--- src/rtl/time_disp_scan.sv ---
// Six-digit multiplexed 7-segment driver for the sec/min/hr counter chain.
// It shows a frame-coherent snapshot, with blanking, leading-zero suppression and colon blink.
module time_disp_scan #(
    parameter int SCAN_DIV = 1000,
    parameter int BLANK    = 8
) (
    input  logic       clk,
    input  logic       rst,
    input  logic [5:0] sec,
    input  logic [5:0] min,
    input  logic [4:0] hr,
    output logic [6:0] seg,
    output logic       dp,
    output logic [5:0] dig
);
    localparam int CW = $clog2(SCAN_DIV);
    localparam logic [CW-1:0] CNT_MAX = CW'(SCAN_DIV - 1);
    localparam logic [CW-1:0] BLANK_C = CW'(BLANK);

    logic [CW-1:0] cnt_q, cnt_d;
    logic [2:0]    idx_q, idx_d;
    logic [5:0]    s_sec_q, s_sec_d;
    logic [5:0]    s_min_q, s_min_d;
    logic [4:0]    s_hr_q, s_hr_d;
    logic          first_q, first_d;
    logic [6:0]    seg_q, seg_d;
    logic          dp_q, dp_d;
    logic [5:0]    dig_q, dig_d;

    logic [6:0] sec_bcd_s, min_bcd_s, hr_bcd_s;
    logic       sec_ok_s, min_ok_s, hr_ok_s;
    logic [3:0] digit_s;
    logic       ok_s, lz_s, colon_s;

    // Returns {tens[2:0], units[3:0]}; only meaningful for v <= 59.
    function automatic logic [6:0] bcd_split(input logic [5:0] v);
        logic [5:0] r;
        logic [2:0] t;
        if (v >= 6'd50) begin
            r = v - 6'd50;
            t = 3'd5;
        end else if (v >= 6'd40) begin
            r = v - 6'd40;
            t = 3'd4;
        end else if (v >= 6'd30) begin
            r = v - 6'd30;
            t = 3'd3;
        end else if (v >= 6'd20) begin
            r = v - 6'd20;
            t = 3'd2;
        end else if (v >= 6'd10) begin
            r = v - 6'd10;
            t = 3'd1;
        end else begin
            r = v;
            t = 3'd0;
        end
        return {t, r[3:0]};
    endfunction

    function automatic logic [6:0] glyph(input logic [3:0] d);
        logic [6:0] g;
        case (d)
            4'd0:    g = 7'h3F;
            4'd1:    g = 7'h06;
            4'd2:    g = 7'h5B;
            4'd3:    g = 7'h4F;
            4'd4:    g = 7'h66;
            4'd5:    g = 7'h6D;
            4'd6:    g = 7'h7D;
            4'd7:    g = 7'h07;
            4'd8:    g = 7'h7F;
            4'd9:    g = 7'h6F;
            default: g = 7'h40;
        endcase
        return g;
    endfunction

    assign sec_bcd_s = bcd_split(s_sec_q);
    assign min_bcd_s = bcd_split(s_min_q);
    assign hr_bcd_s  = bcd_split({1'b0, s_hr_q});
    assign sec_ok_s  = (s_sec_q <= 6'd59);
    assign min_ok_s  = (s_min_q <= 6'd59);
    assign hr_ok_s   = (s_hr_q <= 5'd23);

    // Prescaler, slot index and snapshot next-state.
    always_comb begin
        cnt_d   = cnt_q;
        idx_d   = idx_q;
        s_sec_d = s_sec_q;
        s_min_d = s_min_q;
        s_hr_d  = s_hr_q;
        first_d = first_q;
        if (first_q) begin
            s_sec_d = sec;
            s_min_d = min;
            s_hr_d  = hr;
            first_d = 1'b0;
        end else if (cnt_q == CNT_MAX) begin
            cnt_d = '0;
            if (idx_q == 3'd5) begin
                idx_d   = 3'd0;
                s_sec_d = sec;
                s_min_d = min;
                s_hr_d  = hr;
            end else begin
                idx_d = idx_q + 3'd1;
            end
        end else begin
            cnt_d = cnt_q + {{(CW-1){1'b0}}, 1'b1};
        end
    end

    // Digit selection for the current slot.
    always_comb begin
        digit_s = 4'd0;
        ok_s    = 1'b1;
        lz_s    = 1'b0;
        colon_s = 1'b0;
        case (idx_q)
            3'd0: begin
                digit_s = sec_bcd_s[3:0];
                ok_s    = sec_ok_s;
            end
            3'd1: begin
                digit_s = {1'b0, sec_bcd_s[6:4]};
                ok_s    = sec_ok_s;
            end
            3'd2: begin
                digit_s = min_bcd_s[3:0];
                ok_s    = min_ok_s;
                colon_s = 1'b1;
            end
            3'd3: begin
                digit_s = {1'b0, min_bcd_s[6:4]};
                ok_s    = min_ok_s;
            end
            3'd4: begin
                digit_s = hr_bcd_s[3:0];
                ok_s    = hr_ok_s;
                colon_s = 1'b1;
            end
            3'd5: begin
                digit_s = {1'b0, hr_bcd_s[6:4]};
                ok_s    = hr_ok_s;
                lz_s    = (s_hr_q < 5'd10);
            end
            default: begin
                digit_s = 4'd0;
                ok_s    = 1'b0;
            end
        endcase
    end

    // Output next-state; outputs stay dark until the first snapshot exists.
    always_comb begin
        seg_d = 7'h00;
        dp_d  = 1'b0;
        dig_d = 6'b000000;
        if (!first_q) begin
            if (lz_s) begin
                seg_d = 7'h00;
            end else if (!ok_s) begin
                seg_d = 7'h40;
            end else begin
                seg_d = glyph(digit_s);
            end
            dp_d = colon_s & ~s_sec_q[0] & ~lz_s;
            if (cnt_q < BLANK_C) begin
                dig_d = 6'b000000;
            end else begin
                case (idx_q)
                    3'd0:    dig_d = 6'b000001;
                    3'd1:    dig_d = 6'b000010;
                    3'd2:    dig_d = 6'b000100;
                    3'd3:    dig_d = 6'b001000;
                    3'd4:    dig_d = 6'b010000;
                    3'd5:    dig_d = 6'b100000;
                    default: dig_d = 6'b000000;
                endcase
            end
        end else begin
            seg_d = 7'h00;
        end
    end

    // State and output registers.
    always_ff @(posedge clk or posedge rst) begin
        if (rst) begin
            cnt_q   <= '0;
            idx_q   <= 3'd0;
            s_sec_q <= 6'd0;
            s_min_q <= 6'd0;
            s_hr_q  <= 5'd0;
            first_q <= 1'b1;
            seg_q   <= 7'h00;
            dp_q    <= 1'b0;
            dig_q   <= 6'b000000;
        end else begin
            cnt_q   <= cnt_d;
            idx_q   <= idx_d;
            s_sec_q <= s_sec_d;
            s_min_q <= s_min_d;
            s_hr_q  <= s_hr_d;
            first_q <= first_d;
            seg_q   <= seg_d;
            dp_q    <= dp_d;
            dig_q   <= dig_d;
        end
    end

    assign seg = seg_q;
    assign dp  = dp_q;
    assign dig = dig_q;

endmodule

--- config.mk ---
export PLATFORM = sky130hd
export DESIGN_NAME = time_disp_scan
export DESIGN_NICKNAME = d
export VERILOG_FILES = /design/src/rtl/time_disp_scan.sv
export SDC_FILE = /design/constraint.sdc
export NUM_CORES = 1
export LEC_CHECK = 0
export ABC_AREA = 0
export CORE_ASPECT_RATIO = 1.4
export CORE_MARGIN = 4
export CORE_UTILIZATION = 52
export CTS_CLUSTER_SIZE = 40
export DETAILED_ROUTE_END_ITERATION = 7
export GPL_ROUTABILITY_DRIVEN = 0
export MAX_ROUTING_LAYER = met4
export PLACE_DENSITY = 0.77
export REMOVE_ABC_BUFFERS = 1
export SLEW_MARGIN = 5
export SYNTH_ARGS = -nofsm -noshare
export SYNTH_HDL_FRONTEND = slang
export SYNTH_SLANG_ARGS = --single-unit
--- constraint.sdc ---
create_clock -name clk -period 2.51 [get_ports clk]
set_input_delay 0.251 -clock clk [delete_from_list [all_inputs] [get_ports clk]]
set_output_delay 0.251 -clock clk [all_outputs]
set_load 0.01 [all_outputs]
### Word-level counts from Yosys, hierarchy flattened

Memories as Yosys holds them, arrays and structs flattened.
Cells that the tools add are included.

| word-level totals | value |
|---|---|
| input port bits | 19 |
| word-level logic and storage cells | 119 |
| memories | 1 |
| memory bits (read-only) | 112 |
| flip-flop bits (word level) | 45 |
| output and inout bits | 14 |

| cells by class | value |
|---|---|
| add/sub/neg operators | 17 |
| magnitude comparators | 20 |
| reduce and logical (&&, ||, !) cells | 9 |
| equality and inequality tests | 6 |
| multiplexer cells | 52 |
| bitwise operators | 5 |

Memory list:

| memory | depth | width | rd ports | clocked after memory_dff | write ports | RTL line | RTL |
|---|---|---|---|---|---|---|---|
| (name not given) | 16 | 7 | 1 | 0 | 0 | 63 | `case (d)` |

Operator list:

| operator | number |
|---|---|
| $mux W4 | 15 |
| $mux W6 | 8 |
| $pmux W6 S6 | 1 |
| $sub A4 B4 Y4 const B | 9 |
| $ge A6 B5 Y1 const B | 4 |
| $ge A6 B6 Y1 const B | 4 |
| $pmux W4 S6 | 1 |
| $mux W3 | 7 |
| $mux W7 | 3 |
| $mux W5 | 3 |
| $ge A5 B6 Y1 const B | 2 |
| $ge A6 B4 Y1 const B | 2 |
| $le A6 B6 Y1 const B | 2 |
| $mux W2 | 6 |
| $sub A4 B2 Y4 const B | 3 |
| $sub A4 B3 Y4 const B | 3 |
| $add A10 B1 Y10 const B | 1 |
| $eq A10 B10 Y1 const B | 1 |
| $ge A5 B5 Y1 const B | 2 |
| $lt A10 B4 Y1 const B | 1 |
| $mux W10 | 1 |
| $reduce_or A2 Y1 | 4 |
| $eq A3 B2 Y1 const B | 2 |
| $eq A3 B3 Y1 const B | 2 |
| 12 further kinds | 22 |

### Longest topological paths before layout

Gate-level depths: netlist (run 1).
An unclocked memory read counts as a cell.

| depth | value |
|---|---|
| depth in word-level cells | 11 |
| gate-level depth with buffers | 15 |
| mapped depth without buffers | 14 |

### Worst setup path before layout (run 1)

Ideal clock, no wire load.

| timing path | value |
|---|---|
| path kind | reg2reg |
| start point | register s_sec_q[2] |
| end point | register seg_q[6] (netlist: seg[6]) |
| path buffers | 0 |
| cell stages (with the launch flop) | 12 |
| clock period less this slack | 2.767 ns |
| arrival | 2.685 ns |
| setup slack | -0.257 ns |
| library setup time | 0.082 ns |
| cells stage by stage | dfrtp_1 inv_1 ha_1 a2111oi_4 a22oi_1 o22ai_1 xnor2_1 o2111a_1 inv_1 ha_1 mux2_1 a31oi_1 |

| on the way | value |
|---|---|
| cells in the longest elaborated chain, start to end | 11 |
| elaborated cells on any way between the ends | 27 |
| classes of those cells | add/sub (5); order compare (6); mux (15); memory (1) |

Ends and longest elaborated chain:

| element | RTL line | RTL |
|---|---|---|
| from (decl) | 22 | `logic [5:0] s_sec_q, s_sec_d;` |
| from (signal assigned) | 202 | `s_sec_q <= s_sec_d;` |
| $ge A6 B4 Y1 or $sub A4 B4 Y4 (tied branches) | 51, 52 |  |
| $mux W1 or $mux W4 (tied branches) | 51 | `end else if (v >= 6'd10) begin` |
| $mux W2 or $mux W4 (tied branches) | 48 | `end else if (v >= 6'd20) begin` |
| $mux W2 or $mux W4 (tied branches) | 45 | `end else if (v >= 6'd30) begin` |
| $mux W3 or $mux W4 (tied branches) | 42 | `end else if (v >= 6'd40) begin` |
| $mux W3 or $mux W4 (tied branches) | 39 | `if (v >= 6'd50) begin` |
| $pmux W4 S6 | 120 | `case (idx_q)` |
| $mem_v2 Z16 W7 | - |  |
| $mux W7 * | 163 | `end else if (!ok_s) begin` |
| $mux W7 * | 161 | `if (lz_s) begin` |
| $mux W7 * | 160 | `if (!first_q) begin` |
| net seg_d[6] | 26 | `logic [6:0] seg_q, seg_d;` |
| to (signal assigned) | 206 | `seg_q <= seg_d;` |
| to (decl) | 26 |  |

Mark *: on every way through the listed nets, which the timed path passes. The rest lies on a longest branch.
A chain may end at the register's enable or synchronous reset.

### Final worst setup path (run 1)

| timing path | value |
|---|---|
| start point | register s_min_q[3] |
| end point | register seg_q[6] (netlist: seg[6]) |

| on the way | value |
|---|---|
| cells in the longest elaborated chain, start to end | 11 |
| elaborated cells on any way between the ends | 27 |
| classes of those cells | add/sub (5); order compare (6); mux (15); memory (1) |

Ends and longest elaborated chain:

| element | RTL line | RTL |
|---|---|---|
| from (decl) | 23 | `logic [5:0] s_min_q, s_min_d;` |
| from (signal assigned) | 203 | `s_min_q <= s_min_d;` |
| $ge A6 B4 Y1 or $sub A4 B4 Y4 (tied branches) | 51, 52 |  |
| $mux W1 or $mux W4 (tied branches) | 51 |  |
| $mux W2 or $mux W4 (tied branches) | 48 |  |
| $mux W2 or $mux W4 (tied branches) | 45 |  |
| $mux W3 or $mux W4 (tied branches) | 42 |  |
| $mux W3 or $mux W4 (tied branches) | 39 |  |
| $pmux W4 S6 | 120 |  |
| $mem_v2 Z16 W7 | - |  |
| $mux W7 * | 163 |  |
| $mux W7 * | 161 |  |
| $mux W7 * | 160 |  |
| net seg_d[6] | 26 |  |

Marked as above.

==> summary.md, run 1 <==
| Metric | Value |
|---|---|
| Status | finished, violations left |
| Failing checks | setup timing |
| RR Endpoint | seg[6] |
| Total global routing overflow | 0 |
| Synth Flop Type | dfrtp_1 |
| Synth Instances | 356 |
| Post-synth ARST share | 1.00 |
| Clk pin slew, worst setup/hold paths | around 100 ps |
| CP Data Arrival Time | about 3100 ps |
| Final antenna-violating net count | 0 |
| Placed Instances | 498 |
| Tcrit/Tclk final | 1.13 |
| Internal reg-to-reg setup slack | -340 ps |
| EDFF count, synth | 0 |
| Yosys Warn Count | 0 |
| Row count | 33 |
| WL per Instance | 17.4 um |
| Iteration-0 DRC Markers | approximately 210 |
| Total I/O pin count | 33 |
| Critical Path RT | between 2000 and 3000 ps |
| Die Width | ~75 um |
| Htree depth | 2 |
| Core Util, Final | 0.760 |
| CTS tree | done |
| Multi-input logic area | between 2000 and 2500 um2 |
| CP startpoint kind | register |
| Max Cap Viol | 0 |
| Starting Density | 0.545 |
| CP Capture Type | register |
| Fin cells | ~520 |
| # fillers | between 400 and 500 |
| Actual slew at the worst max-slew pin | 634 ps |
| Nets | approximately 500 |
| Min Tclk post-route | 2850 ps |
| Vias in the first global route | slightly above 3,000 |
| Core area | 5990 um2 |
| RSZ-0062 raised after global routing | yes |
| Syn avg cell area | about 9.2 um2 |
| Syn-to-layout area delta | 39.4% |
| Sequential share of the synthesized area | 0.346 |
| Crit Path Class | reg2reg |
| Hold Slack | approximately 240 ps |
| Vert. Die Dim | 102 um |
| CTS sink cnt | 45 |
| First-pass GRT wire length | between 10 and 15 mm |
| I/O Buffers | 32 |
| Crit path from | s_min_q[3] |
| Ratio of cells with drive above 1 in the final layout | 0.349 |
| Place WS | -362 ps |
| Largest net degree at the start of global routing | 28 |
| Placed wire-length estimate | ~6 mm |
| Initial antenna violation count | 0 |
| Final setup fails | 7 |
| Pre-antenna DRT Iters | 5 |
| CP Max Fanout | 4 |
| Setup crit end | seg[6] |
| Remaining DRCs | 0 |
| Vias/cell | around 6 |
| Hold Violations, Final | 0 |
| Number of CTS-inserted buffers | 5 |
| Die area | roughly 7600 um2 |
| Worst Reg2Reg Path Length in Cells | 10 |
| Relative slew slack | 0.574 |
| Pwr per Cell Area | about 600 nW/um2 |
| Hold Crit Class | in2async |
| Diodes inserted | 0 |
| Clk buf depth | 2 |
| Origin of the critical flop-to-flop path | s_min_q[3] |
| Cell Area, Synth | approximately 3300 um2 |
| FMAX | 351 MHz |
| Clock root cell | clkbuf_8 |
| Sequential Area | between 1000 and 1500 um2 |
| Library cells used by synthesis | 70 |
| Max Slew Vio Count | 0 |
| Setup WS post-layout | -338 ps |
| GRT Util Overall | 0.242 |
| Worst Clk Skew | roughly 12 ps |
| Yosys reg bits | 45 |
| Static leakage | between 2 and 2.5 nW |
| Worst skew pair latency | 310 ps |
| Detailed-route wire length | just over 9 mm |
| Maximum VDD drop | 0.386 mV |
| Total vias in the final route | about 3,100 |
## cell type report
| cell class | count | area share |
|---|---|---|
| clock buffers | 5 | 0.0151 |
| clock inverters | 3 | 0.0151 |
| inverters | 19 | 0.0157 |
| multi-input cells | 278 | 0.491 |
| flip-flops and latches | 45 | 0.248 |
| well taps | 70 | 0.0193 |
| repair buffers | 103 | 0.195 |
## layer usage
metal / track usage / wire, um / up-vias / part of all wire
met2: 0.412 / 4810 / 111 / 0.53
met1: 0.257 / 3440 / 1526 / 0.38
li1: - / - / 1451 / -
met4: 0.140 / 439 / 0 / 0.048
met5: - / 0 / - / 0
met3: 0.0387 / 402 / 43 / 0.044
## flip-flops by register name, summed over array words and instances, names as in the netlist
register,count
cnt_q,10
seg,7
dig,6
s_min_q,6
s_sec_q,6
s_hr_q,5
idx_q,3
dp,1
first_q,1
## logic make-up (layout without fill, tap and decap cells)
family	after synthesis	in the layout	synth area share
compound gates	89	89	0.195
xor+xnor	11	11	0.0295
fa+ha+maj	28	28	0.107
buf+inv	33	130	0.0529
flops	45	45	0.346
mux	17	17	0.0560
other cells	1	1	0.00115
simple gates	132	132	0.213
## cell usage after synthesis, types with 3 or more instances
cell type	instances	area, um2
a211oi_1	5	37.5
a21oi_1	22	110
and2_1	4	25.0
and3_1	5	31.3
buf_2	3	15.0
clkbuf_1	5	18.8
clkbuf_8	3	41.3
dfrtp_1	44	1100
ha_1	28	350
inv_1	19	71.3
mux2_2	9	101
mux2i_1	7	70.1
nand2_1	39	146
nand2b_1	11	68.8
nand3_1	7	35.0
nand3b_1	5	37.5
nor2_1	31	116
nor2b_1	4	25.0
nor3_1	8	40.0
o21ai_0	24	120
o31ai_1	3	22.5
xnor2_1	6	52.6
xor2_1	5	43.8
## how the worst min path moves through the flow
stage | to | slack [ps] | depth (start not counted)
after global placement | cnt_q[2] | 480 | 1
after detailed placement | cnt_q[2] | 510 | 1
after global routing | dig[4] | 280 | 2
final | seg[5] | 240 | 2
after CTS | seg[5] | 250 | 2
after floorplan | s_hr_q[1] | 370 | 2
## layout by cell type, fill, tap and decap left out, drive strengths merged, types with 3 or more instances in the layout
cell and count:
or3 3, o21ai 25, or3b 3, dfrtp 44, buf 71, clkdlybuf4s50 32
a211oi 5, nor2b 4, xor2 5, nand3b 5, nand3 7, and3 5
o31ai 3, inv 19, xnor2 6, nor3 9, and2 5, nor2 31
mux2i 7, nand2 39, a21oi 24, nand2b 11, a2111oi 4, mux2 10
ha 28, clkbuf 5, nor4b 3
## per-stage QoR
step / area (um2) / total power [mW] / TNS (ps)
floorplan: 3160 / 1.40 / -1180
global placement: 3980 / 1.72 / -1080
detailed placement: 3980 / 1.76 / -2070
CTS: 4320 / 2.54 / -1020
global route: 4550 / 2.83 / -2090
finish: 4550 / 2.69 / -1400
## critical path: stages, from the launching register on
cell and delay [ps]:
dfrtp_2 460, buf_6 140, ha_4 160, a2111oi_4 400, nand2_2 160, and4b_2 260, o41ai_4 390, nor4b_4 110
buf_4 160, mux2_4 300, a31oi_1 210
## power breakdown
group / switching [mW] / internal, mW
registers: 0.0954 / 0.825
logic: 0.526 / 0.562
clock network: 0.277 / 0.401
## timing repair
| action | CTS | global route |
|---|---|---|
| hold buffers | 0 | 0 |
| gates resized for setup | 36 | 42 |
| endpoints found under the setup margin | 7 | 7 |
| hold endpoints to repair | 0 | 0 |
| pin swaps | 22 | 17 |
| buffers inserted | 8 | 9 |
No activity file was read; power rests on OpenSTA's default activity.
==> run 2, diff against run 1 <==
- CORE_UTILIZATION: 52 -> 62
- PLACE_DENSITY: 0.77 -> 0.86
- clock period: 2.51 -> 3.7 ns (I/O delays scaled with it)
==> run 2 against run 1 <==
Effect of this change:
- largest cell class unchanged
- critical path depth unchanged
- highest routed layer unchanged
- the run now ends clean
- sequential power is 31% lower
- sequential cell count did not move
==> summary.md, run 2 (synthesized netlist as in run 1, its figures left out) <==
| Metric | Value |
|---|---|
| Total I/O pin count | 33 (unchanged) |
| Starting Density | 0.637 (was 0.545) |
| Hold Slack | 510 ps (was 242 ps) |
| Nets | 431 (was 499) |
| Final setup fails | 0 (was 7) |
| CP startpoint kind | register (unchanged) |
| Post-route setup TNS | 0 ps (was -1400 ps) |
| Clk pin slew, worst setup/hold paths | 90 ps (was 100 ps) |
| Gate power share | 0.323 (was 0.405) |
| Origin of the critical flop-to-flop path | s_sec_q[3] (was s_min_q[3]) |
| Placed wire-length estimate | 4.93 mm (was 5.99 mm) |
| Detailed-route wire length | 6.69 mm (was 9.09 mm) |
| Vias/cell | 5.87 (was 5.99) |
| Pre-antenna DRT Iters | 4 (was 5) |
| CP Max Fanout | 12 (was 4) |
| Clock root cell | clkbuf_8 (unchanged) |
| RSZ-0062 raised after global routing | no (was yes) |
| Sw power | 500 uW (was 899 uW) |
| # fillers | 409 (was 405) |
| Sequential Area | 1130 um2 (about the same) |
| WL per Instance | 14.8 um (was 17.4 um) |
| Internal reg-to-reg setup slack | 430 ps (was -340 ps) |
| Multi-input logic area | 1970 um2 (was 2230 um2) |
| Setup repair bufs after CTS | 0 (was 8) |
| Commonest non-fill, non-tap cell in the layout | dfrtp_1 (was buf_4) |
| Remaining DRCs | 0 (unchanged) |
| Total global routing overflow | 0 (unchanged) |
| Diodes inserted | 0 (unchanged) |
| Clk buf depth | 2 (unchanged) |
| Pwr per Cell Area | 385 nW/um2 (was 591 nW/um2) |
| Post-CTS Hold Buffers | 0 (unchanged) |
| Die Width | 69.3 um (was 74.9 um) |
| Tcrit/Tclk final | 0.884 (was 1.13) |
| Sequential Power Share | 0.451 (was 0.343) |
| Static leakage | 1.62 nW (was 2.02 nW) |
| Die area | 6500 um2 (was 7620 um2) |
| Max reg flops | 10 (unchanged) |
| Total vias in the final route | 2,647 (was 3,131) |
| Ratio of cells with drive above 1 in the final layout | 0.101 (was 0.349) |
| CP Data Arrival Time | 3450 ps (was 3070 ps) |
| Met3 routed WL | 276 um (was 402 um) |
| Clk pwr share | 0.226 (was 0.252) |
| Met1 wire length | 2.82 mm (was 3.44 mm) |
| Largest Register | cnt_q (unchanged) |
| Core area | 5120 um2 (was 5990 um2) |
| Pint | 917 uW (was 1.79 mW) |
| Core Util, Final | 0.719 (was 0.760) |
| Row count | 31 (was 33) |
| Final Cell Area | 3680 um2 (was 4550 um2) |
| CTS sink cnt | 45 (unchanged) |
| Actual slew at the worst max-slew pin | 920 ps (was 634 ps) |
| Relative slew slack | 0.386 (was 0.574) |
| Number of CTS-inserted buffers | 5 (unchanged) |
| Initial antenna violation count | 0 (unchanged) |
| Min Tclk post-route | 3270 ps (was 2850 ps) |
| Largest net degree at the start of global routing | 46 (was 28) |
| Crit Path Class | reg2reg (unchanged) |
| Met2 WL | 3.37 mm (was 4.81 mm) |
| Max Slew Vio Count | 0 (unchanged) |
| Placed cell area | 3590 um2 (was 3980 um2) |
| Setup WS post-layout | 430 ps (was -338 ps) |
| DR top layer | met4 (unchanged) |
| CTS tree | done (unchanged) |
| Htree depth | 2 (unchanged) |
| CP Capture Type | register (unchanged) |
| FMAX | 306 MHz (was 351 MHz) |
| Max Cap Viol | 0 (unchanged) |
| Final antenna-violating net count | 0 (unchanged) |
| Critical Path RT | 3880 ps (was 2730 ps) |
| I/O Buffers | 32 (unchanged) |
| Worst Clk Skew | 9.40 ps (was 11.7 ps) |
| Vias in the first global route | 2,550 (was 3,082) |
| Worst skew pair latency | 300 ps (was 310 ps) |
| GRT Util Overall | 0.222 (was 0.242) |
| Most frequent cells in the layout | dfrtp_1, nand2_1, clkdlybuf4s50_1 (was buf_4, dfrtp_1, nand2_1) |
| Maximum VDD drop | 0.200 mV (was 0.386 mV) |
| Hold Crit Class | in2async (unchanged) |
| Status | complete, no violations (was finished, violations left) |
| Syn-to-layout area delta | 12.9% (was 39.4%) |
| Hold Violations, Final | 0 (unchanged) |
| First-pass GRT wire length | 11.6 mm (was 13.9 mm) |
| Worst Reg2Reg Path Length in Cells | 10 (unchanged) |
| Iteration-0 DRC Markers | 123 (was 208) |
| Place WS | 557 ps (was -362 ps) |
| Post-CTS resize count | 0 (was 36) |
| Sw Ratio | 0.353 (was 0.335) |
| Vert. Die Dim | 93.8 um (was 102 um) |
| RR Endpoint | seg[2] (was seg[6]) |
-- run 2: cell count changes in the layout (fill, tap and decap cells not counted), moves of 3 or more --
| cell | before | now |
|---|---|---|
| a21oi_1 | 12 | 22 |
| ha_4 | 5 | 0 |
| inv_1 | 12 | 18 |
| ha_2 | 6 | 0 |
| inv_2 | 6 | 0 |
| a21oi_2 | 11 | 2 |
| ha_1 | 17 | 28 |
| buf_6 | 9 | 0 |
| buf_4 | 62 | 3 |
| o21ai_2 | 3 | 0 |
| o21ai_0 | 21 | 24 |
-- run 2: power groups by stage --
stage	Combinational, mW	Sequential, mW	Clock [mW]
2_1_floorplan	0.312	0.639	0
3_3_place_gp	0.441	0.643	0
3_5_place_dp	0.453	0.648	0
4_1_cts	0.456	0.639	0.331
5_1_grt	0.510	0.652	0.348
6_report	0.458	0.639	0.320
-- run 2: per-layer routing --
layer | GRT usage | vias to the layer above
li1 | - | 1316
met1 | 0.257 | 1237
met2 | 0.381 | 71
met3 | 0.0310 | 23
met4 | 0.104 | 0
met5 | - | -
-- run 2: how the worst max path moves through the flow --
| stage | from | endpoint | slack, ps | depth (start not counted) |
|---|---|---|---|---|
| finish | s_sec_q[3] | seg[2] | 430 | 10 |
| global route | s_sec_q[3] | seg[2] | 210 | 10 |
| CTS | s_sec_q[3] | seg[2] | 530 | 10 |
| detailed placement | s_sec_q[3] | seg[2] | 560 | 10 |
| global placement | s_sec_q[3] | seg[0] | 680 | 10 |
| floorplan | s_sec_q[2] | seg[6] | 930 | 11 |
-- run 2: cell type report --
class                           count  area share
Sequential cell                    45       0.306
Timing Repair Buffer               35      0.0931
Tap cell                           66      0.0224
Clock buffer                        5      0.0187
Clock inverter                      3     0.00679
Multi-Input combinational cell    278       0.534
Inverter                           19      0.0194
-- run 2: per-stage QoR --
step | power [mW] | instances
after floorplan | 0.951 | 342
after global placement | 1.08 | 443
after detailed placement | 1.10 | 443
after CTS | 1.43 | 451
after global routing | 1.51 | 451
final | 1.42 | 451
-- run 2: worst max-delay path, stage by stage, from the launching register on --
cell and delay (ps):
dfrtp_1 600, inv_1 180, ha_1 250, a21boi_0 190, a2111oi_0 530, o21ai_0 160, nand2_1 90, nor2_1 40
nor3_1 700, nand3b_1 300, a21oi_1 100
